## src/rtl/score_packer_pkg.sv

```systemverilog
// Shared classifier package.
// Holds the default frame geometry (score width, class count), the most
// negative score used to pad short frames, and the FILL/HOLD state encoding.
// The argmax stage imports the same package so both sides agree on the
// frame layout.
package score_packer_pkg;

  // Signed width of one class score.
  localparam int NUM_SIZE    = 26;
  // Number of class scores per frame.
  localparam int NUM_CLASSES = 10;

  // -2^(NUM_SIZE-1). Padding with this value means a padded slot can never
  // win an argmax against a slot that holds a real score.
  localparam logic signed [NUM_SIZE-1:0] MIN_SCORE = {1'b1, {(NUM_SIZE-1){1'b0}}};

  // FILL: collecting scores. HOLD: presenting a complete frame downstream.
  typedef enum logic {
    FILL = 1'b0,
    HOLD = 1'b1
  } pack_state_t;

endpackage

```

## src/rtl/score_packer.sv

```systemverilog
// score_packer
// Collects a stream of signed class scores into one packed frame and
// presents it to the argmax stage.
//
// Ports
//   clk          sole clock, rising edge
//   GlobalReset  asynchronous active-high reset
//   InValid      InScore carries a score this cycle
//   InReady      block can accept a score this cycle (FILL and not in reset)
//   InScore      signed class score, two's complement
//   InLast       final score of a frame
//   Num          packed frame; class k at [NUM_SIZE*k +: NUM_SIZE]
//   OutValid     Num holds a complete frame
//   OutReady     downstream has consumed Num
//   FrameError   held frame was malformed (early InLast, or missing InLast)
module score_packer #(
  parameter int NUM_SIZE    = score_packer_pkg::NUM_SIZE,
  parameter int NUM_CLASSES = score_packer_pkg::NUM_CLASSES
) (
  input  logic                            clk,
  input  logic                            GlobalReset,
  input  logic                            InValid,
  output logic                            InReady,
  input  logic [NUM_SIZE-1:0]             InScore,
  input  logic                            InLast,
  output logic [NUM_SIZE*NUM_CLASSES-1:0] Num,
  output logic                            OutValid,
  input  logic                            OutReady,
  output logic                            FrameError
);

  import score_packer_pkg::*;

  localparam logic [3:0] LAST_SLOT = 4'(NUM_CLASSES - 1);
  // Padding value computed at this instance's width so a non-default
  // NUM_SIZE still pads with its own most negative value.
  localparam logic [NUM_SIZE-1:0] PAD_SCORE = {1'b1, {(NUM_SIZE-1){1'b0}}};

  pack_state_t         state, state_next;
  logic [3:0]          cnt, cnt_next;
  logic                frame_error, frame_error_next;
  logic                accept;
  logic                at_last_slot;
  logic                frame_done;

  // Slot bank: one register per class score.
  logic [NUM_SIZE-1:0] slot [NUM_CLASSES];

  // ---------------------------------------------------------------------------
  // State register
  // ---------------------------------------------------------------------------
  always_ff @(posedge clk or posedge GlobalReset) begin
    if (GlobalReset) begin
      state       <= FILL;
      cnt         <= '0;
      frame_error <= 1'b0;
    end else begin
      state       <= state_next;
      cnt         <= cnt_next;
      frame_error <= frame_error_next;
    end
  end

  // ---------------------------------------------------------------------------
  // Next-state and handshake outputs
  // ---------------------------------------------------------------------------
  always_comb begin
    state_next       = state;
    cnt_next         = cnt;
    frame_error_next = frame_error;
    InReady          = 1'b0;
    OutValid         = 1'b0;
    accept           = 1'b0;
    frame_done       = 1'b0;
    at_last_slot     = (cnt == LAST_SLOT);

    if (state == FILL) begin
      // InReady is gated by reset directly so it drops the instant reset
      // rises, not one edge later.
      InReady = !GlobalReset;
      accept  = InValid && !GlobalReset;
      if (accept) begin
        // A frame ends on the last slot or on an early InLast, whichever
        // comes first; the counter therefore never passes LAST_SLOT.
        frame_done = at_last_slot || InLast;
        if (frame_done) begin
          state_next       = HOLD;
          cnt_next         = '0;
          // Well-formed only when InLast coincides exactly with the last slot.
          frame_error_next = (at_last_slot != InLast);
        end else begin
          cnt_next = cnt + 4'd1;
        end
      end
    end else begin
      OutValid = 1'b1;
      // InReady stays low through the release edge, so the first new accept
      // is one cycle after returning to FILL.
      if (OutReady) begin
        state_next       = FILL;
        cnt_next         = '0;
        frame_error_next = 1'b0;
      end
    end
  end

  // ---------------------------------------------------------------------------
  // Slot bank write: the addressed slot takes the score; on an early InLast
  // every higher slot is padded in the same edge so the held frame is never
  // partly stale.
  // ---------------------------------------------------------------------------
  always_ff @(posedge clk or posedge GlobalReset) begin
    if (GlobalReset) begin
      for (int k = 0; k < NUM_CLASSES; k++) begin
        slot[k] <= '0;
      end
    end else if (accept) begin
      for (int k = 0; k < NUM_CLASSES; k++) begin
        if (4'(k) == cnt) begin
          slot[k] <= InScore;
        end else if (InLast && (4'(k) > cnt)) begin
          slot[k] <= PAD_SCORE;
        end
      end
    end
  end

  // Flatten the slot bank onto Num.
  generate
    for (genvar gi = 0; gi < NUM_CLASSES; gi++) begin : g_pack
      assign Num[NUM_SIZE*gi +: NUM_SIZE] = slot[gi];
    end
  endgenerate

  assign FrameError = frame_error;

endmodule
```

## config.mk

```make
export PLATFORM = sky130hd
export DESIGN_NAME = score_packer
export DESIGN_NICKNAME = d
export VERILOG_FILES = /design/src/rtl/score_packer_pkg.sv /design/src/rtl/score_packer.sv
export SDC_FILE = /design/constraint.sdc
export NUM_CORES = 1
export LEC_CHECK = 0
export BUFFER_PORTS_ARGS = -buffer_cell sky130_fd_sc_hd__buf_2
export CORE_MARGIN = 2
export CORE_UTILIZATION = 44
export CTS_CLUSTER_DIAMETER = 100
export DETAILED_ROUTE_END_ITERATION = 8
export HOLD_SLACK_MARGIN = 0.1
export MAX_ROUTING_LAYER = met4
export PLACE_DENSITY_LB_ADDON = 0.12
export REMOVE_ABC_BUFFERS = 1
export SLEW_MARGIN = 15
export SYNTH_ARGS = -nofsm -noshare
export SYNTH_HDL_FRONTEND = slang
export SYNTH_SLANG_ARGS = --single-unit
```

## constraint.sdc

```tcl
create_clock -name clk -period 9.4 [get_ports clk]
set_input_delay 2.35 -clock clk [delete_from_list [all_inputs] [get_ports clk]]
set_output_delay 2.35 -clock clk [all_outputs]
set_load 0.01 [all_outputs]
```

== Word level (Yosys, flattened, before mapping) ==
Cells that the tools add are included.

* Register bits after elaboration: 266
* Bits of input ports: 31
* Output and inout bits: 263
* Logic and storage cells: 109

* Add/sub/neg operators: 1
* Magnitude comparators: 10
* Equality and inequality tests: 12
* Mux-type cells: 35
* Reduce and logical (&&, ||, !) cells: 38

{| class="wikitable"
|+ Operators with widths
! kind !! number
|-
| 2-to-1 mux 26 bit || 20
|-
| nonzero test 2 bit || 12
|-
| AND reduction 2 bit || 11
|-
| equality test 3 x 4 -> 1 bit, first input constant || 4
|-
| > comparator 3 x 4 -> 1 bit, first input constant || 4
|-
| 2-to-1 mux 4 bit || 4
|-
| logical AND 1 bit || 11
|-
| 2-to-1 mux 1 bit || 11
|-
| equality test 2 x 4 -> 1 bit, first input constant || 2
|-
| equality test 4 bit, first input constant || 2
|-
| > comparator 1 x 4 -> 1 bit, first input constant || 2
|-
| > comparator 2 x 4 -> 1 bit, first input constant || 2
|-
| > comparator 4 bit, first input constant || 2
|-
| adder 4 x 1 -> 4 bit, second input constant || 1
|-
| equality test 1 x 4 -> 1 bit, first input constant || 1
|-
| equality test 4 bit, second input constant || 1
|-
| logical NOT 4 bit || 1
|-
| AND reduction 3 bit || 1
|-
| != test 2 bit, second input constant || 1
|-
| logical NOT 1 bit || 1
|-
| logical OR 1 bit || 1
|-
| != test 1 bit || 1
|}

== Depth between registers and ports, before layout ==
* Word-level depth: 5
* Gate-level depth with buffers: 9
* Mapped depth without buffers: 6

== Worst setup path after synthesis ==
OpenSTA, ideal clock, no wires.

* Path type: input -> output
* Start point: input port GlobalReset
* End point: output port InReady
* Arrival: 2507 ps
* Setup slack: 4543 ps
* Stages on the path: 1
* Buffers on the path: 0
* Path through: nor2_1

* Cells in the longest elaborated chain, start to end: 2

{| class="wikitable"
|+ Ends and longest elaborated chain
! element !! RTL line !! source
|-
| from (decl) || score_packer.sv:21 || <nowiki>input logic GlobalReset,</nowiki>
|-
| logical NOT 1 bit (no source line) || n/a ||
|-
| 2-to-1 mux 1 bit || score_packer.sv:77 || <nowiki>if (state == FILL) begin</nowiki>
|-
| to (decl) || score_packer.sv:23 || <nowiki>output logic InReady,</nowiki>
|}

Every way passes these cells.

== Worst setup path after layout ==
Same ends and word-level chain as after synthesis.

==> flow_metrics.tcl <==
set metrics [dict create \
    dp_cells 1248 \
    grt_setup_unrepaired "no" \
    place_area_sq_um 11690 \
    htree_num_levels 1 \
    hold_buffers 0 \
    core_area_sq_um 22500 \
    drv_cap 0 \
    yosys_warnings 0 \
    status "finished clean" \
    min_path_type "reg2reg" \
    power_leakage_nw 6.921 \
    path_clk_slew_ns 0.06 \
    route.detailed.drc 0 \
    ff_latch_area_sq_um 6656 \
    initial_core_util_pct 44.61 \
    drtIter0Drc 492 \
    port_buffers 293 \
    cp-end-kind "output pin" \
    vias 7237 \
    num_io_pins 294 \
    max-vdd-ir-drop_uv 175.9 \
    setup_viol 0 \
    cts_buffer_depth 3 \
    globalRouteTotalUtil_pct 25.86 \
    hold_viol_final 0 \
    multiInputGateArea_sq_um 2940 \
    antenna_cells 0 \
    synth_common_cells "dfrtp_1, a22o_1, inv_1, nand2_1, buf_2" \
    async_flop_share_pct 100.0 \
    wire_per_inst_um 23.50 \
    synth_top_area_share_pct 66.31 \
    fin_crit_sh_pct 54.17 \
    tightest_slew_ns 1.054 \
    cts_inserted_buffers 28 \
    fin_area_sq_um 12670 \
    synth_edf_count 0 \
    synth_area_leader_cell "dfrtp_1" \
    nFillCells 1929 \
    place.gp.congestion 0.7878 \
    hold-worst-slack_ns 0.4799 \
    fin_setup_tns_ns 0 \
    routed_via_density 5.571 \
    grt_max_degree 135 \
    synth_seq_cells 266 \
    fmaxAchievable_mhz 196.4 \
    post_synth_num_cell_types 40 \
    syn-cell-area_sq_um 10040 \
    start_kind "input port" \
    area.growth.synth_to_final_pct 26.26 \
    drive_gt1_share_pct 39.05 \
    fp.dieW_um 155.0 \
    ys.flop_type "dfrtp_1" \
    path_class "in2out" \
    cts_sinks 266 \
    fin_util_pct 56.32 \
    power.density_nw_per_um2 269.4 \
    fp-row-count 55 \
    overflow 0 \
    cts_tree "built" \
    finalMaxSlewViolations 0 \
    dr.pass1.iters 5 \
    antenna_found_initial 0 \
    clock-root-buffer "clkbuf_16" \
    grt_pass1_vias 7246 \
    grt_pass1_wl_um 46310 \
    layout.nets 1028 \
    syn_area_per_cell_sq_um 13.71 \
    clk_latency_ns 0.54 \
    postCtsSetupBuffers 0 \
    crit_required_ns 7.05 \
    dp_hpwl_um 18960 \
    synth_most_common_cell "dfrtp_1" \
    min_period_ns 5.092 \
    skew_ns 0.01285 \
    place_worst_setup_slack_ns 4.308 \
    power_mw 3.415 \
    path_max_fanout 5 \
    max-slew-margin-rel_pct 29.47 \
    synth_cells 732 \
    dieHeight_um 155.0 \
    dieArea_sq_um 24040 \
    worstPathArrival_ns 2.74 \
    ys_seq_area_share_pct 66.31 \
    antenna_left 0 \
    cts_resized 0 \
    wirelength_um 30520 \
    synthTopCellsByArea "dfrtp_1, a22o_1, mux2_2" \
    fin_ws_ns 4.308 \
    fin_cells 1299 \
]
-- registers in the layout, indices dropped and copies added, names as in the netlist --
register	flops
Num	260
cnt	4
FrameError	1
state	1
-- area by class of cell --
| type | instances | area share [%] |
|---|---|---|
| flip-flops and latches | 266 | 52.52 |
| multi-input cells | 352 | 23.20 |
| repair buffers | 308 | 12.56 |
| clock buffers | 41 | 6.713 |
| well taps | 285 | 2.813 |
| inverters | 37 | 1.155 |
| clock inverters | 10 | 1.046 |
-- routing by layer --
metal / GRT usage, % / wire length [um]
met4: 7.584 / 836
met3: 6.574 / 2470
met5: - / 0
met2: 37.59 / 13510
met1: 36.18 / 13700
-- report_power, final --
group / internal, mW / switching, mW
combinational: 0.342 / 0.411
clock: 0.707 / 0.452
sequential: 1.37 / 0.132
total: 2.42 / 0.994
-- worst max-delay path, cell delays in order --
cell and delay [ns]:
buf_2 0.19, nor2_1 0.05, buf_2 0.15
-- cell families (layout without fill, tap and decap cells) --
logic type                 count (synthesis)  after routing  share of synthesized area, %
AOI/OAI and AO/OA                        226            226                         19.10
xor gates and xnor gates                   1              1                       0.08727
adders and majority gates                  4              4                        0.4986
buffers and inverters                    114            396                         4.948
DFF                                      266            266                         66.31
muxes                                     51             51                         5.409
and+or+nand+nor                           70             70                         3.652
-- path summary, 6_finish.rpt --
check | start | endpoint | slack, ns | depth (start not counted)
worst max-delay path | GlobalReset | InReady | 4.31 | 3
worst min-delay path | FrameError$_DFFE_PP0P_ | FrameError$_DFFE_PP0P_ | 0.48 | 1
worst max register to register | cnt[0]$_DFFE_PP0P_ | Num[181]$_DFFE_PP0P_ | 6.66 | 7
worst min register to register | FrameError$_DFFE_PP0P_ | FrameError$_DFFE_PP0P_ | 0.48 | 1
max in group asynchronous | GlobalReset | Num[11]$_DFFE_PP0P_ | 6.06 | 3
min in group asynchronous | GlobalReset | Num[135]$_DFFE_PP0P_ | 2.04 | 2
-- placed cells by master, fill, tap and decap left out, types with 4 or more instances in the layout --
cell | Yosys | routed
nor2_2 | 3 | 5
clkbuf_16 | 0 | 29
clkbuf_8 | 0 | 8
buf_4 | 1 | 14
a22o_1 | 202 | 202
a22oi_1 | 6 | 6
mux2_2 | 25 | 25
o21ai_0 | 7 | 7
nand2_1 | 36 | 36
clkinv_2 | 0 | 4
inv_1 | 36 | 35
and3_1 | 6 | 5
clkbuf_1 | 17 | 4
dfrtp_1 | 266 | 266
ha_1 | 4 | 4
buf_2 | 28 | 293
a21oi_1 | 5 | 5
nor2_1 | 7 | 4
mux2i_1 | 25 | 25
Note: power is estimated with default switching activity, not from simulation.
